$ cat config.mk
export PLATFORM = sky130hd
export DESIGN_NAME = hls_chn_in_wait_ctrl_mc_flat
export DESIGN_NICKNAME = d
export VERILOG_FILES = /design/src/rtl/hls_chn_pkg.sv /design/src/rtl/hls_chn_in_wait_ctrl_mc_if.sv /design/src/rtl/hls_chn_in_fifo.sv /design/src/rtl/hls_chn_in_wait_ctrl_mc.sv /design/src/flat_wrapper.sv
export SDC_FILE = /design/constraint.sdc
export NUM_CORES = 1
export LEC_CHECK = 0
export ABC_AREA = 1
export BUFFER_PORTS_ARGS = -buffer_cell sky130_fd_sc_hd__buf_4
export CORE_MARGIN = 2
export CORE_UTILIZATION = 54
export CTS_CLUSTER_SIZE = 24
export DETAILED_ROUTE_END_ITERATION = 10
export PLACE_DENSITY_LB_ADDON = 0.3
export REMOVE_ABC_BUFFERS = 1
export SYNTH_ARGS = -nofsm -noshare
export SYNTH_HDL_FRONTEND = slang
export SYNTH_SLANG_ARGS = --single-unit
export TNS_END_PERCENT = 100
$ cat constraint.sdc
create_clock -name nvdla_core_clk -period 1.85 [get_ports nvdla_core_clk]
set_input_delay 0.185 -clock nvdla_core_clk [delete_from_list [all_inputs] [get_ports nvdla_core_clk]]
set_output_delay 0.185 -clock nvdla_core_clk [all_outputs]
set_load 0.01 [all_outputs]
$ cat src/rtl/hls_chn_pkg.sv
`default_nettype none
//==============================================================================
// Module  : hls_chn_pkg
// Purpose : Shared definitions for the multi-channel input wait controller:
//           pointer-width helper, stall-counter saturation helper and the
//           channel index type.
// Ports   : none (package)
// Revision: 1.0 - initial release
//==============================================================================
package hls_chn_pkg;

   // Up to 8 channels are supported, so a 3-bit index covers every channel.
   typedef logic [2:0] ch_idx_t;

   localparam int c_max_cnt_w = 32;

   // Ceiling log2, used for buffer pointer widths (DEPTH is a power of two).
   function automatic int clog2(input int value);
      int r;
      r = 0;
      while ((1 << r) < value) begin
         r = r + 1;
      end
      return r;
   endfunction

   // All-ones value of a w-bit counter, i.e. its saturation point.
   function automatic logic [c_max_cnt_w-1:0] stall_sat(input int w);
      logic [c_max_cnt_w-1:0] v;
      if (w >= c_max_cnt_w) begin
         v = '1;
      end else begin
         v = (c_max_cnt_w'(1) << w) - c_max_cnt_w'(1);
      end
      return v;
   endfunction

endpackage : hls_chn_pkg
`default_nettype wire

$ cat src/rtl/hls_chn_in_wait_ctrl_mc_if.sv
`default_nettype none
//==============================================================================
// Module  : hls_chn_in_wait_ctrl_mc_if
// Purpose : Bundle of the channel-side valid/ready bus and the HLS core-side
//           staged read controls of the multi-channel wait controller.
// Ports   : chn_vd/chn_dat/chn_rdy        - per-channel input handshake
//           core_wen/core_wten            - core stage enable / wait enable
//           rsci_iswt0/oswt/ld_core_psct  - per-channel core read controls
//           rsci_biwt/bdwt/ld_core_sct    - per-channel status back to core
//           core_dat/core_stall           - head data and global stall
//           slave modport : controller side, master modport : environment
// Revision: 1.0 - initial release
//==============================================================================
interface hls_chn_in_wait_ctrl_mc_if #(
   parameter int NUM_CH = 2,
   parameter int DW     = 16
) ();
   logic [NUM_CH-1:0]    chn_vd;
   logic [NUM_CH*DW-1:0] chn_dat;
   logic [NUM_CH-1:0]    chn_rdy;
   logic                 core_wen;
   logic                 core_wten;
   logic [NUM_CH-1:0]    rsci_iswt0;
   logic [NUM_CH-1:0]    rsci_oswt;
   logic [NUM_CH-1:0]    rsci_ld_core_psct;
   logic [NUM_CH-1:0]    rsci_biwt;
   logic [NUM_CH-1:0]    rsci_bdwt;
   logic [NUM_CH-1:0]    rsci_ld_core_sct;
   logic [NUM_CH*DW-1:0] core_dat;
   logic                 core_stall;

   modport slave (
      input  chn_vd, chn_dat, core_wen, core_wten,
             rsci_iswt0, rsci_oswt, rsci_ld_core_psct,
      output chn_rdy, rsci_biwt, rsci_bdwt, rsci_ld_core_sct,
             core_dat, core_stall
   );

   modport master (
      output chn_vd, chn_dat, core_wen, core_wten,
             rsci_iswt0, rsci_oswt, rsci_ld_core_psct,
      input  chn_rdy, rsci_biwt, rsci_bdwt, rsci_ld_core_sct,
             core_dat, core_stall
   );
endinterface : hls_chn_in_wait_ctrl_mc_if
`default_nettype wire

$ cat src/rtl/hls_chn_in_fifo.sv
`default_nettype none
//==============================================================================
// Module  : hls_chn_in_fifo
// Purpose : Single-channel prefetch buffer of DEPTH entries with registered
//           ready. Pointers carry one extra wrap bit to tell full from empty.
// Ports   : clk, rst  - clock, synchronous active-high reset
//           push, din - write request (gated internally by rdy) and data
//           pop       - read request (ignored when empty)
//           rdy       - registered "can accept", low while in reset
//           empty     - buffer holds no entry
//           head      - oldest entry (stale contents when empty)
// Revision: 1.0 - initial release
//==============================================================================
module hls_chn_in_fifo
   import hls_chn_pkg::*;
#(
   parameter int DW    = 16,
   parameter int DEPTH = 2
) (
   input  wire logic          clk,
   input  wire logic          rst,
   input  wire logic          push,
   input  wire logic [DW-1:0] din,
   input  wire logic          pop,
   output logic               rdy,
   output logic               empty,
   output logic [DW-1:0]      head
);
   localparam int c_pw = clog2(DEPTH);

   logic [c_pw:0]   wr_ptr_q, wr_ptr_d;
   logic [c_pw:0]   rd_ptr_q, rd_ptr_d;
   logic            rdy_q, rdy_d;
   logic [DW-1:0]   mem_q [DEPTH];
   logic [DW-1:0]   mem_d [DEPTH];
   logic            push_ok, pop_ok, full_nxt;

   assign empty = (wr_ptr_q == rd_ptr_q);
   assign head  = mem_q[rd_ptr_q[c_pw-1:0]];
   assign rdy   = rdy_q;

   always_comb begin
      push_ok  = push & rdy_q;
      pop_ok   = pop & ~empty;
      wr_ptr_d = wr_ptr_q + (c_pw+1)'(push_ok);
      rd_ptr_d = rd_ptr_q + (c_pw+1)'(pop_ok);
      mem_d    = mem_q;
      if (push_ok) begin
         mem_d[wr_ptr_q[c_pw-1:0]] = din;
      end
      // Ready is registered from the next-state occupancy, so a pop frees a
      // slot that becomes visible to the producer one cycle later.
      full_nxt = (wr_ptr_d[c_pw-1:0] == rd_ptr_d[c_pw-1:0]) &&
                 (wr_ptr_d[c_pw] != rd_ptr_d[c_pw]);
      rdy_d    = ~full_nxt;
   end

   always_ff @(posedge clk) begin
      if (rst) begin
         wr_ptr_q <= '0;
         rd_ptr_q <= '0;
         rdy_q    <= 1'b0;
      end else begin
         wr_ptr_q <= wr_ptr_d;
         rd_ptr_q <= rd_ptr_d;
         rdy_q    <= rdy_d;
      end
   end

   // Storage needs no reset: empty/full come from the pointers alone.
   always_ff @(posedge clk) begin
      mem_q <= mem_d;
   end
endmodule : hls_chn_in_fifo
`default_nettype wire

$ cat src/rtl/hls_chn_in_wait_ctrl_mc.sv
`default_nettype none
//==============================================================================
// Module  : hls_chn_in_wait_ctrl_mc
// Purpose : Multi-channel input-channel wait controller. Each channel has a
//           prefetch buffer, a pending-read flag that survives stalls, and a
//           saturating stall counter.
// Ports   : nvdla_core_clk, nvdla_core_rst - clock, sync active-high reset
//           chn_if (slave)  - channel handshake and core read controls
//           stall_cnt_clr   - synchronous clear of all stall counters
//           stall_cnt       - per-channel stall counts, channel c at
//                             [c*CNT_W +: CNT_W]
// Revision: 1.0 - initial release
//==============================================================================
module hls_chn_in_wait_ctrl_mc
   import hls_chn_pkg::*;
#(
   parameter int NUM_CH = 2,
   parameter int DW     = 16,
   parameter int DEPTH  = 2,
   parameter int CNT_W  = 16
) (
   input  wire logic                  nvdla_core_clk,
   input  wire logic                  nvdla_core_rst,
   hls_chn_in_wait_ctrl_mc_if.slave   chn_if,
   input  wire logic                  stall_cnt_clr,
   output logic [NUM_CH*CNT_W-1:0]    stall_cnt
);
   localparam logic [CNT_W-1:0] c_sat = CNT_W'(stall_sat(CNT_W));

   logic [NUM_CH-1:0]    icwt_q, icwt_d;
   logic [NUM_CH-1:0]    ogwt, biwt, stall_hit, empty, rdy;
   logic [NUM_CH*DW-1:0] core_dat;
   logic [CNT_W-1:0]     cnt_q [NUM_CH];
   logic [CNT_W-1:0]     cnt_d [NUM_CH];

   for (genvar c = 0; c < NUM_CH; c++) begin : g_ch
      hls_chn_in_fifo #(
         .DW    (DW),
         .DEPTH (DEPTH)
      ) u_fifo (
         .clk   (nvdla_core_clk),
         .rst   (nvdla_core_rst),
         .push  (chn_if.chn_vd[c]),
         .din   (chn_if.chn_dat[c*DW +: DW]),
         .pop   (biwt[c]),
         .rdy   (rdy[c]),
         .empty (empty[c]),
         .head  (core_dat[c*DW +: DW])
      );
      assign stall_cnt[c*CNT_W +: CNT_W] = cnt_q[c];
   end

   always_comb begin
      ogwt      = '0;
      biwt      = '0;
      stall_hit = '0;
      icwt_d    = '0;
      for (int c = 0; c < NUM_CH; c++) begin
         // A new request is masked by core_wten; an already pending one is
         // not, so the core never loses a read it has started.
         ogwt[c]      = (chn_if.rsci_iswt0[c] & ~chn_if.core_wten) | icwt_q[c];
         biwt[c]      = ogwt[c] & ~empty[c];
         stall_hit[c] = ogwt[c] & empty[c];
         icwt_d[c]    = ogwt[c] & ~biwt[c];
         cnt_d[c]     = cnt_q[c];
         if (stall_cnt_clr) begin
            cnt_d[c] = '0;
         end else if (stall_hit[c] && (cnt_q[c] != c_sat)) begin
            cnt_d[c] = cnt_q[c] + 1'b1;
         end
      end
   end

   always_ff @(posedge nvdla_core_clk) begin
      if (nvdla_core_rst) begin
         icwt_q <= '0;
         for (int c = 0; c < NUM_CH; c++) begin
            cnt_q[c] <= '0;
         end
      end else begin
         icwt_q <= icwt_d;
         for (int c = 0; c < NUM_CH; c++) begin
            cnt_q[c] <= cnt_d[c];
         end
      end
   end

   assign chn_if.chn_rdy          = rdy;
   assign chn_if.rsci_biwt        = biwt;
   assign chn_if.rsci_bdwt        = chn_if.rsci_oswt & {NUM_CH{chn_if.core_wen}};
   assign chn_if.rsci_ld_core_sct = chn_if.rsci_ld_core_psct & ogwt;
   assign chn_if.core_dat         = core_dat;
   assign chn_if.core_stall       = |stall_hit;
endmodule : hls_chn_in_wait_ctrl_mc
`default_nettype wire

$ cat src/flat_wrapper.sv
// flat-port wrapper written by rule: the top's interface ports become plain ports
module hls_chn_in_wait_ctrl_mc_flat import hls_chn_pkg::*;
#(
   parameter int NUM_CH = 2,
   parameter int DW     = 16,
   parameter int DEPTH  = 2,
   parameter int CNT_W  = 16
)
  (nvdla_core_clk, nvdla_core_rst, stall_cnt_clr, stall_cnt, chn_if_chn_vd, chn_if_chn_dat, chn_if_core_wen, chn_if_core_wten, chn_if_rsci_iswt0, chn_if_rsci_oswt, chn_if_rsci_ld_core_psct, chn_if_chn_rdy, chn_if_rsci_biwt, chn_if_rsci_bdwt, chn_if_rsci_ld_core_sct, chn_if_core_dat, chn_if_core_stall);
  hls_chn_in_wait_ctrl_mc_if #(.NUM_CH(NUM_CH), .DW(DW)) chn_if_i ();
  input  wire logic nvdla_core_clk;
  input  wire logic nvdla_core_rst;
  input  wire logic stall_cnt_clr;
  output logic [NUM_CH*CNT_W-1:0] stall_cnt;
  input wire logic [$bits(chn_if_i.chn_vd)-1:0] chn_if_chn_vd;
  input wire logic [$bits(chn_if_i.chn_dat)-1:0] chn_if_chn_dat;
  input wire logic [$bits(chn_if_i.core_wen)-1:0] chn_if_core_wen;
  input wire logic [$bits(chn_if_i.core_wten)-1:0] chn_if_core_wten;
  input wire logic [$bits(chn_if_i.rsci_iswt0)-1:0] chn_if_rsci_iswt0;
  input wire logic [$bits(chn_if_i.rsci_oswt)-1:0] chn_if_rsci_oswt;
  input wire logic [$bits(chn_if_i.rsci_ld_core_psct)-1:0] chn_if_rsci_ld_core_psct;
  output wire logic [$bits(chn_if_i.chn_rdy)-1:0] chn_if_chn_rdy;
  output wire logic [$bits(chn_if_i.rsci_biwt)-1:0] chn_if_rsci_biwt;
  output wire logic [$bits(chn_if_i.rsci_bdwt)-1:0] chn_if_rsci_bdwt;
  output wire logic [$bits(chn_if_i.rsci_ld_core_sct)-1:0] chn_if_rsci_ld_core_sct;
  output wire logic [$bits(chn_if_i.core_dat)-1:0] chn_if_core_dat;
  output wire logic [$bits(chn_if_i.core_stall)-1:0] chn_if_core_stall;
  assign chn_if_i.chn_vd = chn_if_chn_vd;
  assign chn_if_i.chn_dat = chn_if_chn_dat;
  assign chn_if_i.core_wen = chn_if_core_wen;
  assign chn_if_i.core_wten = chn_if_core_wten;
  assign chn_if_i.rsci_iswt0 = chn_if_rsci_iswt0;
  assign chn_if_i.rsci_oswt = chn_if_rsci_oswt;
  assign chn_if_i.rsci_ld_core_psct = chn_if_rsci_ld_core_psct;
  assign chn_if_chn_rdy = chn_if_i.chn_rdy;
  assign chn_if_rsci_biwt = chn_if_i.rsci_biwt;
  assign chn_if_rsci_bdwt = chn_if_i.rsci_bdwt;
  assign chn_if_rsci_ld_core_sct = chn_if_i.rsci_ld_core_sct;
  assign chn_if_core_dat = chn_if_i.core_dat;
  assign chn_if_core_stall = chn_if_i.core_stall;
  hls_chn_in_wait_ctrl_mc #(.NUM_CH(NUM_CH), .DW(DW), .DEPTH(DEPTH), .CNT_W(CNT_W)) u_core (.nvdla_core_clk(nvdla_core_clk), .nvdla_core_rst(nvdla_core_rst), .chn_if(chn_if_i), .stall_cnt_clr(stall_cnt_clr), .stall_cnt(stall_cnt));
endmodule
======== Word level (Yosys, flattened, before mapping) ========
Memories as Yosys holds them, arrays and structs flattened.
Cells that the tools add are included.
cells by class
  add/subtract/negate cells ............... 6
  order comparisons ....................... 6
  equal/unequal tests ..................... 8
  mux-type cells .......................... 21
  bitwise gates (word level) .............. 29
  reduce and logical (&&, ||, !) cells .... 7
operator list
  cell                                                                          count
  16-bit 2-to-1 mux                                                             14
  32-bit bitwise mux                                                            2
  16-bit by 1-bit adder with 16-bit output, second input constant               2
  16-bit demux with 1-bit select                                                2
  16-bit inequality test, second input constant                                 2
  1-bit bitwise AND                                                             12
  2-bit by 1-bit adder with 2-bit output                                        4
  2-bit greater-or-equal comparator, second input constant                      4
  1-bit inverter with 2-bit output                                              4
  1-bit inverter                                                                7
  1-bit logical AND                                                             6
  2-bit bitwise AND                                                             2
  2-bit equality test                                                           2
  2-bit by 1-bit less-than comparator with 1-bit output, second input constant  2
  1-bit bitwise OR                                                              4
  1-bit 2-to-1 mux                                                              3
  1-bit equality test                                                           2
  1-bit inequality test                                                         2
  2-bit OR reduction                                                            1
word-level totals
  bits in registers ....................... 76
  RAM bits ................................ 32
  input bits .............................. 45
  output and inout bits ................... 73
  logic and storage cells ................. 89
  memories kept ........................... 1
memory list
  memory        words  width  read ports  clocked after memory_dff  wr ports  RTL line                       text
  u_core.cnt_q  2      16     2           0                         2         hls_chn_in_wait_ctrl_mc.sv:33  logic [CNT_W-1:0] cnt_q [NUM_CH];

======== Depth between registers and ports, before layout ========
Gate-level depths: netlist of the first run.
  word-level depth ........................ 9
  depth in mapped cells ................... 12
  depth with buffers taken out ............ 12

======== Hierarchy ========
From an unflattened synthesis of the first run, not the netlist that was laid out.
unflattened totals
  cells, all modules ...................... 586
  area, all modules ....................... 5,014.8 um^2
by module, submodules not included
  module                   instances  cells an instance  area each (um^2)  seq. area each (um^2)
  hls_chn_in_fifo          2          130                1,496.4           1,061.0
  hls_chn_in_wait_ctrl_mc  1          326                2,021.9           680.7

======== Worst setup path before layout of the first run ========
Ideal clock, no wire load.
  path kind ............................... flip-flop to flip-flop
  start point ............................. register u_core.g_ch[1].u_fifo.rd_ptr_q[0]
  end point ............................... register u_core.g_ch[1].u_fifo.rdy_q
  setup time .............................. 0.109 ns
  arrival ................................. 1.449 ns
  data required time ...................... 1.741 ns
  slack ................................... 0.292 ns
  cell stages (with the launch flop) ...... 13
  buffers on the path ..................... 1
  clock period less this slack ............ 1.558 ns
  path through ............................ dfxtp_1 -> buf_6 -> clkinv_4 -> nand2_2 -> nand2_4 -> a21oi_1 -> ha_1 -> xor2_1 -> inv_1 -> nand2_1 -> nand3_1 -> nand2_1 -> inv_1
on the way
  word-level cells in the longest chain between the ends .. 8
  elaborated cells on any way between the ends .. 9
  those cells by class .................... add/sub (1); eq/ne (3); bitwise (4); reduce/logical (1)
ends and longest elaborated chain
  what                                                          RTL line                                      text
  from (decl)                                                   hls_chn_in_fifo.sv:32                         logic [c_pw:0] rd_ptr_q, rd_ptr_d;
  from (signal assigned)                                        hls_chn_in_fifo.sv:65                         rd_ptr_q <= rd_ptr_d;
  2-bit equality test *                                         hls_chn_in_fifo.sv:38                         assign empty = (wr_ptr_q == rd_ptr_q);
  1-bit inverter *                                              hls_chn_in_wait_ctrl_mc.sv:62                 biwt[c] = ogwt[c] & ~empty[c];
  1-bit bitwise AND *                                           hls_chn_in_wait_ctrl_mc.sv:62
  named net u_core.g_ch[1].u_fifo.pop                           hls_chn_in_fifo.sv:24                         input wire logic pop,
  1-bit bitwise AND *                                           hls_chn_in_fifo.sv:44                         pop_ok = pop & ~empty;
  2-bit by 1-bit adder with 2-bit output *                      hls_chn_in_fifo.sv:46                         rd_ptr_d = rd_ptr_q + (c_pw+1)'(pop_ok);
  1-bit equality test or 1-bit inequality test (tied branches)  hls_chn_in_fifo.sv:53, hls_chn_in_fifo.sv:54
  1-bit logical AND *                                           hls_chn_in_fifo.sv:53                         full_nxt = (wr_ptr_d[c_pw-1:0] == rd_ptr_d[c_pw-1:0]) &&
  1-bit inverter *                                              hls_chn_in_fifo.sv:55                         rdy_d = ~full_nxt;
  to (signal assigned)                                          hls_chn_in_fifo.sv:66                         rdy_q <= rdy_d;
  to (decl)                                                     hls_chn_in_fifo.sv:33                         logic rdy_q, rdy_d;
The timed path passes the listed nets; every way through them passes the cells marked *.
A chain may end at the register's enable or synchronous reset.

======== Worst setup path after layout of the first run ========
  start point ............................. register u_core.g_ch[0].u_fifo.rd_ptr_q[0]
  end point ............................... output chn_if_core_stall
on the way
  word-level cells in the longest chain between the ends .. 3
ends and longest elaborated chain
  what                    RTL line                       text
  from (decl)             hls_chn_in_fifo.sv:32
  from (signal assigned)  hls_chn_in_fifo.sv:65
  2-bit equality test     hls_chn_in_fifo.sv:38
  1-bit bitwise AND       hls_chn_in_wait_ctrl_mc.sv:63  stall_hit[c] = ogwt[c] & empty[c];
  2-bit OR reduction      hls_chn_in_wait_ctrl_mc.sv:93  assign chn_if.core_stall = |stall_hit;
  to (decl)               flat_wrapper.sv:27             output wire logic [$bits(chn_if_i.core_stall)-1:0] chn_if_core_stall;
No other way between the ends.

==> metrics.csv, run 1 <==
metric;value;unit
Ports;118;
row cnt;34;
total negative slack;0;ns
cell mode on critical path;nand2_2;
# DRC;0;
CTS tree;built;
post-CTS setup buffer count;0;
HP Class;input port to register;
CTS sink cnt;108;
initial antenna violation count;0;
Starting Density;56.15;%
Crit. End Element;primary output;
Synth Area in Simple Gates;29.67;%
Lkg Pwr;2.755;nW
DR WL/cell;12.53;um
CTS clk-pin slew, worst paths;0.09;ns
Synth Area in Compound Gates;3.051;%
Post-DRT Antenna Nets;0;
CTS HTree Levels;3;
total core area;8763;um^2
area occupied by multi-input gates;1823;um^2
Mapped Avg Cell Area;8.883;um^2
adder-cell share of the synthesized area;2.034;%
main combinational cell family by area after synthesis;simple AND/OR/NAND/NOR gates;
XOR/XNOR Fraction of Synth Area;2.136;%
die area;9892;um^2
register area;2803;um^2
final setup fails;0;
first-pass GRT wire length;16.99;mm
number of library cell types mapped by synthesis;31;
post-DP HPWL;7.175;mm
Max Cap Viol;0;
status;completed;
min-delay src;chn_if_chn_dat[15];
worst reg-to-reg path cell count;11;
total power;5.084;mW
fmax;595.5;MHz
Setup crit start kind;register;
n_diodes;0;
Crit-path slowest cell;dfxtp_1;
max incr delay on CP;0.37;ns
count of state elements after synthesis;108;
PD cells;796.3;nW/um^2
total wire length;10.22;mm
Num CTS Buffers;9;
vias;4024;
Cell Area, Synth;4921;um^2
Final Non-Filler Cells;816;
max_slew headroom;80.56;%
Slew Limit Fails;0;
largest net degree at the start of global routing;27;
fillers;639;
Final Cycle Share;90.77;%
flop2flop setup slack;0.18;ns
clk root buf;clkbuf_8;
worst hold stages;1;
share of cells above drive strength 1;24.86;%
Worst Setup SP;u_core.g_ch[0].u_fifo.rd_ptr_q[0];
DRT Pass-1 Iters;4;
gpl congestion;0.8607;
clk_lat worst skew;0.36;ns
width of the die;99.46;um
Port Buffers;117;
synthesized instance count;554;
area grow syn2layout;29.72;%
worst-margin pin slew;0.2917;ns
FF-to-FF End;u_core.g_ch[1].u_fifo.rdy;
Data required, critical path;1.66;ns
WP data arrival;1.49;ns
Overall Global Routing Usage;20.87;%
CP Cell Sequence;inv_4, nand2_2, nand2_2, nand3_4, nand2_1, buf_4;
Max clock buf depth;2;
Crit Path Max Fanout;17;
Overflow after GRT;0;
Hold Crit Endpoint;u_core.g_ch[0].u_fifo.mem_q[15];
final hold violations;0;
placed insts;774;
Setup Skew;0.01583;ns
Nets;756;
Synth Warn #;0;
mux cell area share after synthesis;0;%
Die Y;99.46;um
post-layout min period;1.679;ns
First DRT Iteration DRCs;131;
Seq/Total Area, Yosys;56.95;%
number of global-route vias before repair;3836;
Crit Reg-Reg Startpoint;u_core.g_ch[1].u_fifo.rd_ptr_q[1];
crit path kind;register to primary output;
Peak VDD IR;423.4;uV
vias per cell;4.931;
RSZ-0062 raised after global routing;false;
## critical path: cells and delay by family (launching register included)
family / cells / cell delay [ns]
DFF: 1 / 0.37
buffers and inverters: 2 / 0.30
and+or+nand+nor: 4 / 0.48
## how the worst max path moves through the flow
stage / to / depth (start not counted)
after global routing: u_core.g_ch[1].u_fifo.rdy / 11
final: chn_if_core_stall / 6
after detailed placement: u_core.g_ch[1].u_fifo.rdy / 11
after floorplan: u_core.g_ch[1].u_fifo.rdy / 11
after CTS: chn_if_core_stall / 6
after global placement: u_core.g_ch[1].u_fifo.rdy / 11
## synthesized netlist by cell type, drive strengths merged
cell type	number	share of area, %
clkbuf	5	0.38
edfxtp	64	39
buf	12	2.2
nand2	198	16
clkinv	2	0.25
xor2	10	1.8
a21oi	25	2.5
ha	8	2.0
xnor2	2	0.36
nor2	91	8.0
and2b	1	0.15
nand3	39	4.4
nand3b	2	0.31
o21ai	5	0.51
inv	42	3.3
dfxtp	44	18
nor3	1	0.10
nand4	3	0.69
## metrics by stage
stage / utilization (%) / cell area, um^2 / worst slack (ns) / hold WS (ns)
2_1_floorplan: - / 4793 / -0.1982 / 0.2517
3_3_place_gp: 67.43 / 5909 / 0.2977 / 0.3709
3_5_place_dp: 67.43 / 5909 / 0.2012 / 0.3731
4_1_cts: 72.53 / 6356 / 0.03496 / 0.002775
5_1_grt: 72.84 / 6384 / 0.003576 / 0.0002279
6_report: 72.84 / 6384 / 0.1707 / 0.02498
## kinds of logic after synthesis
kind of cell	after synthesis
XOR/XNOR	12
adder cells (fa/ha/maj)	8
buffers and inverters	61
AND/OR/NAND/NOR	335
AO/OA/AOI/OAI	30
flip-flops	108
## cell usage in the layout (no fill, tap or decap), types with 6 or more instances in the layout
cell / synthesis / final
a21oi_1: 25 / 25
buf_4: 7 / 128
clkbuf_8: 0 / 10
dfxtp_1: 44 / 44
dlygate4sd3_1: 0 / 26
edfxtp_1: 64 / 64
ha_1: 8 / 8
inv_1: 35 / 35
nand2_1: 189 / 189
nand3_1: 36 / 36
nor2_1: 81 / 81
nor2_2: 6 / 6
xor2_1: 10 / 10
## layout make-up
class,instances,share of cell area [%]
sequential,108,43.90
multi-input combinational,385,28.56
timing repair buffer,155,19.44
inverter,44,2.744
clock buffer,10,2.156
tap,108,2.117
clock inverter,6,1.078
## flip-flops by register name (all words and copies together) (netlist names)
register and cells:
u_core.g_ch.u_fifo.mem_q 64, u_core.cnt_q 32, u_core.g_ch.u_fifo.rd_ptr_q 4, u_core.g_ch.u_fifo.wr_ptr_q 4, u_core.g_ch.u_fifo.rdy 2, u_core.icwt_q 2
## per-layer routing
layer | vias to the layer above | global-route usage [%] | wire length (um)
li1 | 2065 | - | -
met1 | 1827 | 27.98 | 4620
met2 | 117 | 34.88 | 4868
met3 | 15 | 3.795 | 590
met4 | 0 | 6.217 | 142
met5 | - | 0 | 0
## report_power, final
part           switching, mW  total, mW  internal, mW  leakage [nW]
Clock                  0.798       1.47         0.675        0.0999
Sequential            0.0417       2.69          2.64         0.943
Combinational          0.513      0.925         0.412          1.71
## repair_timing
action,in CTS,in global routing
hold buffers,24,2
endpoints found under the setup margin,0,1
gates resized for setup,0,1
endpoints found under the hold margin,46,3
No activity file was read; power rests on OpenSTA's default activity.
==> inputs of run 2 (changes only) <==
--- a/config.mk
+++ b/config.mk
@@ -7,12 +7,12 @@
 export LEC_CHECK = 0
 export ABC_AREA = 1
 export BUFFER_PORTS_ARGS = -buffer_cell sky130_fd_sc_hd__buf_4
+export CAP_MARGIN = 20
 export CORE_MARGIN = 2
 export CORE_UTILIZATION = 54
 export CTS_CLUSTER_SIZE = 24
 export DETAILED_ROUTE_END_ITERATION = 10
 export PLACE_DENSITY_LB_ADDON = 0.3
-export REMOVE_ABC_BUFFERS = 1
 export SYNTH_ARGS = -nofsm -noshare
 export SYNTH_HDL_FRONTEND = slang
 export SYNTH_SLANG_ARGS = --single-unit
==> metrics.csv, run 2 (synthesized netlist as in run 1, its figures left out) <==
metric;value;unit
total wire length;10.20;mm
Post-DRT Antenna Nets;0;
n_diodes;0;
most common cell after layout, fill and taps aside;nand2_1;
crit path kind;register to primary output;
share of cells above drive strength 1;24.89;%
syn_nets;607;
gpl congestion;0.8742;
# DRC;0;
Crit. End Element;primary output;
PD cells;770.3;nW/um^2
largest net degree at the start of global routing;19;
total negative slack;0;ns
Overall Global Routing Usage;21.07;%
first-pass GRT wire length;16.77;mm
CP endpoint;chn_if_core_stall;
vias;3986;
worst hold stages;1;
initial antenna violation count;0;
portion of total power attributed to sequential cells;54.8;%
CTS sink cnt;108;
Max Cap Viol;0;
worst-margin pin slew;0.2673;ns
Num CTS Buffers;9;
First DRT Iteration DRCs;133;
Peak VDD IR;384.9;uV
Ports;118;
max_slew headroom;82.16;%
Max clock buf depth;2;
Setup Skew;0.01222;ns
internal power;3.553;mW
fillers;677;
Worst Setup SP;u_core.g_ch[0].u_fifo.rd_ptr_q[0];
post-CTS setup buffer count;0;
CTS HTree Levels;3;
CTS tree;built;
Die Y;99.46;um
post-layout min period;1.690;ns
Final Cycle Share;91.33;%
Nets;759;
number of global-route vias before repair;3714;
most frequent cells in the layout;189 x nand2_1, 131 x buf_4, 81 x nor2_1;
Crit Path Max Fanout;17;
row cnt;34;
logic gate share of total power;18.8;%
Overflow after GRT;0;
total power;4.902;mW
Starting Density;56.15;%
WP data arrival;1.50;ns
Setup crit start kind;register;
most flop-heavy register;u_core.g_ch.u_fifo.mem_q;
worst reg-to-reg path cell count;11;
Port Buffers;117;
total core area;8763;um^2
clk root buf;clkbuf_8;
DR WL/cell;12.45;um
area grow syn2layout;29.32;%
CTS clk-pin slew, worst paths;0.10;ns
post-DP HPWL;7.126;mm
Clock Power Share;26.4;%
Lkg Pwr;2.747;nW
flop2flop setup slack;0.19;ns
DRT Pass-1 Iters;4;
Data required, critical path;1.66;ns
Largest regs;u_core.g_ch.u_fifo.mem_q (64), u_core.cnt_q (32);
vias per cell;4.867;
Net Sw Frac;27.52;%
die area;9892;um^2
final setup fails;0;
final hold violations;0;
max reg flops;64;
status;completed;
fmax;591.9;MHz
clk_lat worst skew;0.36;ns
width of the die;99.46;um
RSZ-0062 raised after global routing;false;
NetSw;1.349;mW
FF-to-FF End;u_core.g_ch[1].u_fifo.rdy;
HP Class;input port to register;
Crit Reg-Reg Startpoint;u_core.g_ch[1].u_fifo.rd_ptr_q[0];
Slew Limit Fails;0;
## run 2: changes by cell type in the layout (fill, tap and decap cells not counted), sizes merged
| cell | before | now |
|---|---|---|
| buf | 129 | 131 |
| bufinv | 1 | 0 |
| clkbuf | 10 | 9 |
| clkinv | 2 | 5 |
| dlygate4sd3 | 26 | 27 |
| inv | 45 | 44 |
## run 2: layer usage
metal	routed length (um)	up-vias	GRT usage, %	part of all wire [%]
li1	-	2068	-	-
met5	0	-	0	0
met3	539	12	3.373	5.3
met2	5016	94	36.85	49
met1	4514	1812	26.79	44
met4	126	0	6.955	1.2
## run 2: final cells by class
type | instances | area [um^2] | area share (%)
clock buffers | 9 | 123.9 | 1.947
repair buffers | 158 | 1254 | 19.70
clock inverters | 7 | 50.05 | 0.7865
multi-input cells | 385 | 1823 | 28.65
inverters | 44 | 175.2 | 2.753
flip-flops and latches | 108 | 2803 | 44.04
well taps | 108 | 135.1 | 2.123
## run 2: power groups by stage
stage               combinational, mW  sequential [mW]  clock [mW]
finish                          0.922             2.69        1.30
global route                     1.02             2.70        1.41
floorplan                       0.514             2.73           0
CTS                             0.922             2.69        1.33
global placement                0.852             2.73           0
detailed placement              0.876             2.74           0
## run 2: through the flow
stage | worst slack [ns] | instances | area, um^2 | hold WS [ns] | utilization [%]
finish | 0.1605 | 819 | 6364 | 0.01610 | 72.62
global route | 0.006550 | 819 | 6364 | 0.001034 | 72.62
CTS | 0.0003640 | 818 | 6346 | 0.0009787 | 72.42
detailed placement | 0.2080 | 776 | 5912 | 0.3724 | 67.46
global placement | 0.3044 | 776 | 5912 | 0.3705 | 67.46
floorplan | 0.2923 | 554 | 4921 | 0.2839 | -
## run 2: worst max-delay path, stage by stage (launching register included)
cell and delay, ns:
dfxtp_1 0.37, inv_4 0.18, nand2_2 0.07, nand2_2 0.11
nand3_4 0.18, nand2_1 0.13, buf_4 0.12
## run 2: what timing repair did
action	in CTS	in global routing
hold buffers	26	1
setup endpoints to repair	0	1
gates resized for setup	0	1
endpoints found under the hold margin	45	2
## run 2: worst min path at each step
stage	from	endpoint	slack, ns
after global placement	chn_if_chn_dat[24]	u_core.g_ch[1].u_fifo.mem_q[24]	0.37
after global routing	chn_if_chn_dat[12]	u_core.g_ch[0].u_fifo.mem_q[28]	0.001
after detailed placement	chn_if_chn_dat[6]	u_core.g_ch[0].u_fifo.mem_q[22]	0.37
final	chn_if_chn_dat[12]	u_core.g_ch[0].u_fifo.mem_q[28]	0.02
after floorplan	chn_if_chn_dat[0]	u_core.g_ch[0].u_fifo.mem_q[0]	0.28
after CTS	chn_if_chn_dat[16]	u_core.g_ch[1].u_fifo.mem_q[0]	0.001
==> inputs of run 3 (changes only) <==
--- a/config.mk
+++ b/config.mk
@@ -8,7 +8,6 @@
 export ABC_AREA = 1
 export BUFFER_PORTS_ARGS = -buffer_cell sky130_fd_sc_hd__buf_4
 export CAP_MARGIN = 20
-export CORE_MARGIN = 2
 export CORE_UTILIZATION = 54
 export CTS_CLUSTER_SIZE = 24
 export DETAILED_ROUTE_END_ITERATION = 10
==> metrics.csv, run 3 (synthesized netlist as in run 1, its figures left out) <==
metric;value;unit
n_diodes;0;
PD cells;791.3;nW/um^2
initial antenna violation count;0;
Worst Setup SP;u_core.g_ch[0].u_fifo.rd_ptr_q[0];
most common cell after layout, fill and taps aside;nand2_1;
DR WL/cell;13.08;um
RSZ-0062 raised after global routing;false;
CTS clk-pin slew, worst paths;0.10;ns
max_slew headroom;81.17;%
Crit Reg-Reg Startpoint;u_core.g_ch[0].u_fifo.wr_ptr_q[1];
status;completed;
vias;4074;
max reg flops;64;
Lkg Pwr;2.753;nW
Hold Slack;0.009071;ns
Setup crit start kind;register;
final hold violations;0;
# DRC;0;
CTS sink cnt;108;
Final Non-Filler Cells;817;
share of cells above drive strength 1;24.96;%
Crit Path Max Fanout;17;
post-layout min period;1.661;ns
number of global-route vias before repair;3845;
post-DP HPWL;7.360;mm
total wire length;10.69;mm
row cnt;34;
Design Area, Final;6402;um^2
total core area;8763;um^2
Port Buffers;117;
CTS HTree Levels;3;
Overall Global Routing Usage;22.90;%
Largest regs;u_core.g_ch.u_fifo.mem_q (64), u_core.cnt_q (32);
WP data arrival;1.48;ns
min-delay src;chn_if_chn_dat[4];
Starting Density;56.15;%
Ports;118;
vias per cell;4.987;
Data required, critical path;1.66;ns
gpl congestion;0.8699;
Max Cap Viol;0;
Max clock buf depth;2;
Slew Limit Fails;0;
most flop-heavy register;u_core.g_ch.u_fifo.mem_q;
clk root buf;clkbuf_8;
area grow syn2layout;30.10;%
flop2flop setup slack;0.26;ns
fmax;601.9;MHz
largest net degree at the start of global routing;27;
total negative slack;0;ns
First DRT Iteration DRCs;87;
Nets;758;
CTS tree;built;
Post-DP Area;5902;um^2
syn_nets;607;
die area;9498;um^2
worst-margin pin slew;0.2824;ns
Post-DRT Antenna Nets;0;
most frequent cells in the layout;189 x nand2_1, 127 x buf_4, 81 x nor2_1;
Overflow after GRT;0;
clk_lat worst skew;0.37;ns
Num CTS Buffers;9;
HP Class;input port to register;
placed insts;773;
fillers;673;
crit path kind;register to primary output;
DRT Pass-1 Iters;4;
Die Y;97.46;um
Crit. End Element;primary output;
post-CTS setup buffer count;0;
first-pass GRT wire length;17.55;mm
Final Cycle Share;89.80;%
Setup Skew;0.01611;ns
final setup fails;0;
Peak VDD IR;468.2;uV
width of the die;97.46;um
-- run 3: per-stage QoR --
| stage | worst slack [ns] | power, mW | util, % |
|---|---|---|---|
| global placement | 0.2957 | 3.588 | 67.35 |
| detailed placement | 0.2126 | 3.616 | 67.35 |
| finish | 0.1886 | 5.066 | 73.06 |
| floorplan | 0.2923 | 3.245 | - |
| global route | 0.04695 | 5.280 | 73.06 |
| CTS | 0.01402 | 5.084 | 72.67 |
-- run 3: path summary, 6_finish.rpt --
path | endpoint | depth (start not counted)
setup / recovery | chn_if_core_stall | 6
hold reg to reg | u_core.cnt_q[0][15] | 2
hold / removal | u_core.g_ch[0].u_fifo.mem_q[20] | 1
setup reg to reg | u_core.g_ch[0].u_fifo.rdy | 11
-- run 3: what timing repair did --
action	CTS	global route
hold endpoints to repair	48	4
hold buffers	27	2
gates resized for setup	0	4
setup endpoints to repair	0	3
-- run 3: cell type report --
class                      instances  area (um^2)  area share [%]
clock buffer                       9        123.9           1.935
clock inverter                     6        72.57           1.133
inverter                          44        175.2           2.736
multi-input combinational        385         1827           28.53
sequential                       108         2805           43.81
tap                              108        135.1           2.111
timing repair buffer             157         1264           19.74
-- run 3: power by group --
group / switching, mW / internal (mW)
sequential: 0.0430 / 2.65
combinational: 0.516 / 0.416
clock: 0.814 / 0.633
-- run 3: routing by layer --
layer / GRT usage [%] / part of all wire [%] / up-vias
met5: 0 / 0 / -
met4: 7.692 / 1.2 / 0
met3: 3.597 / 4.9 / 12
met2: 39.59 / 50 / 106
met1: 29.33 / 44 / 1892
li1: - / - / 2064
-- run 3: worst max-delay path, stage by stage (launching register included) --
cell and delay [ns]:
dfxtp_2 0.36, inv_4 0.16, nand2_2 0.07, nand2_2 0.11
nand3_4 0.17, nand2_1 0.13, buf_4 0.12
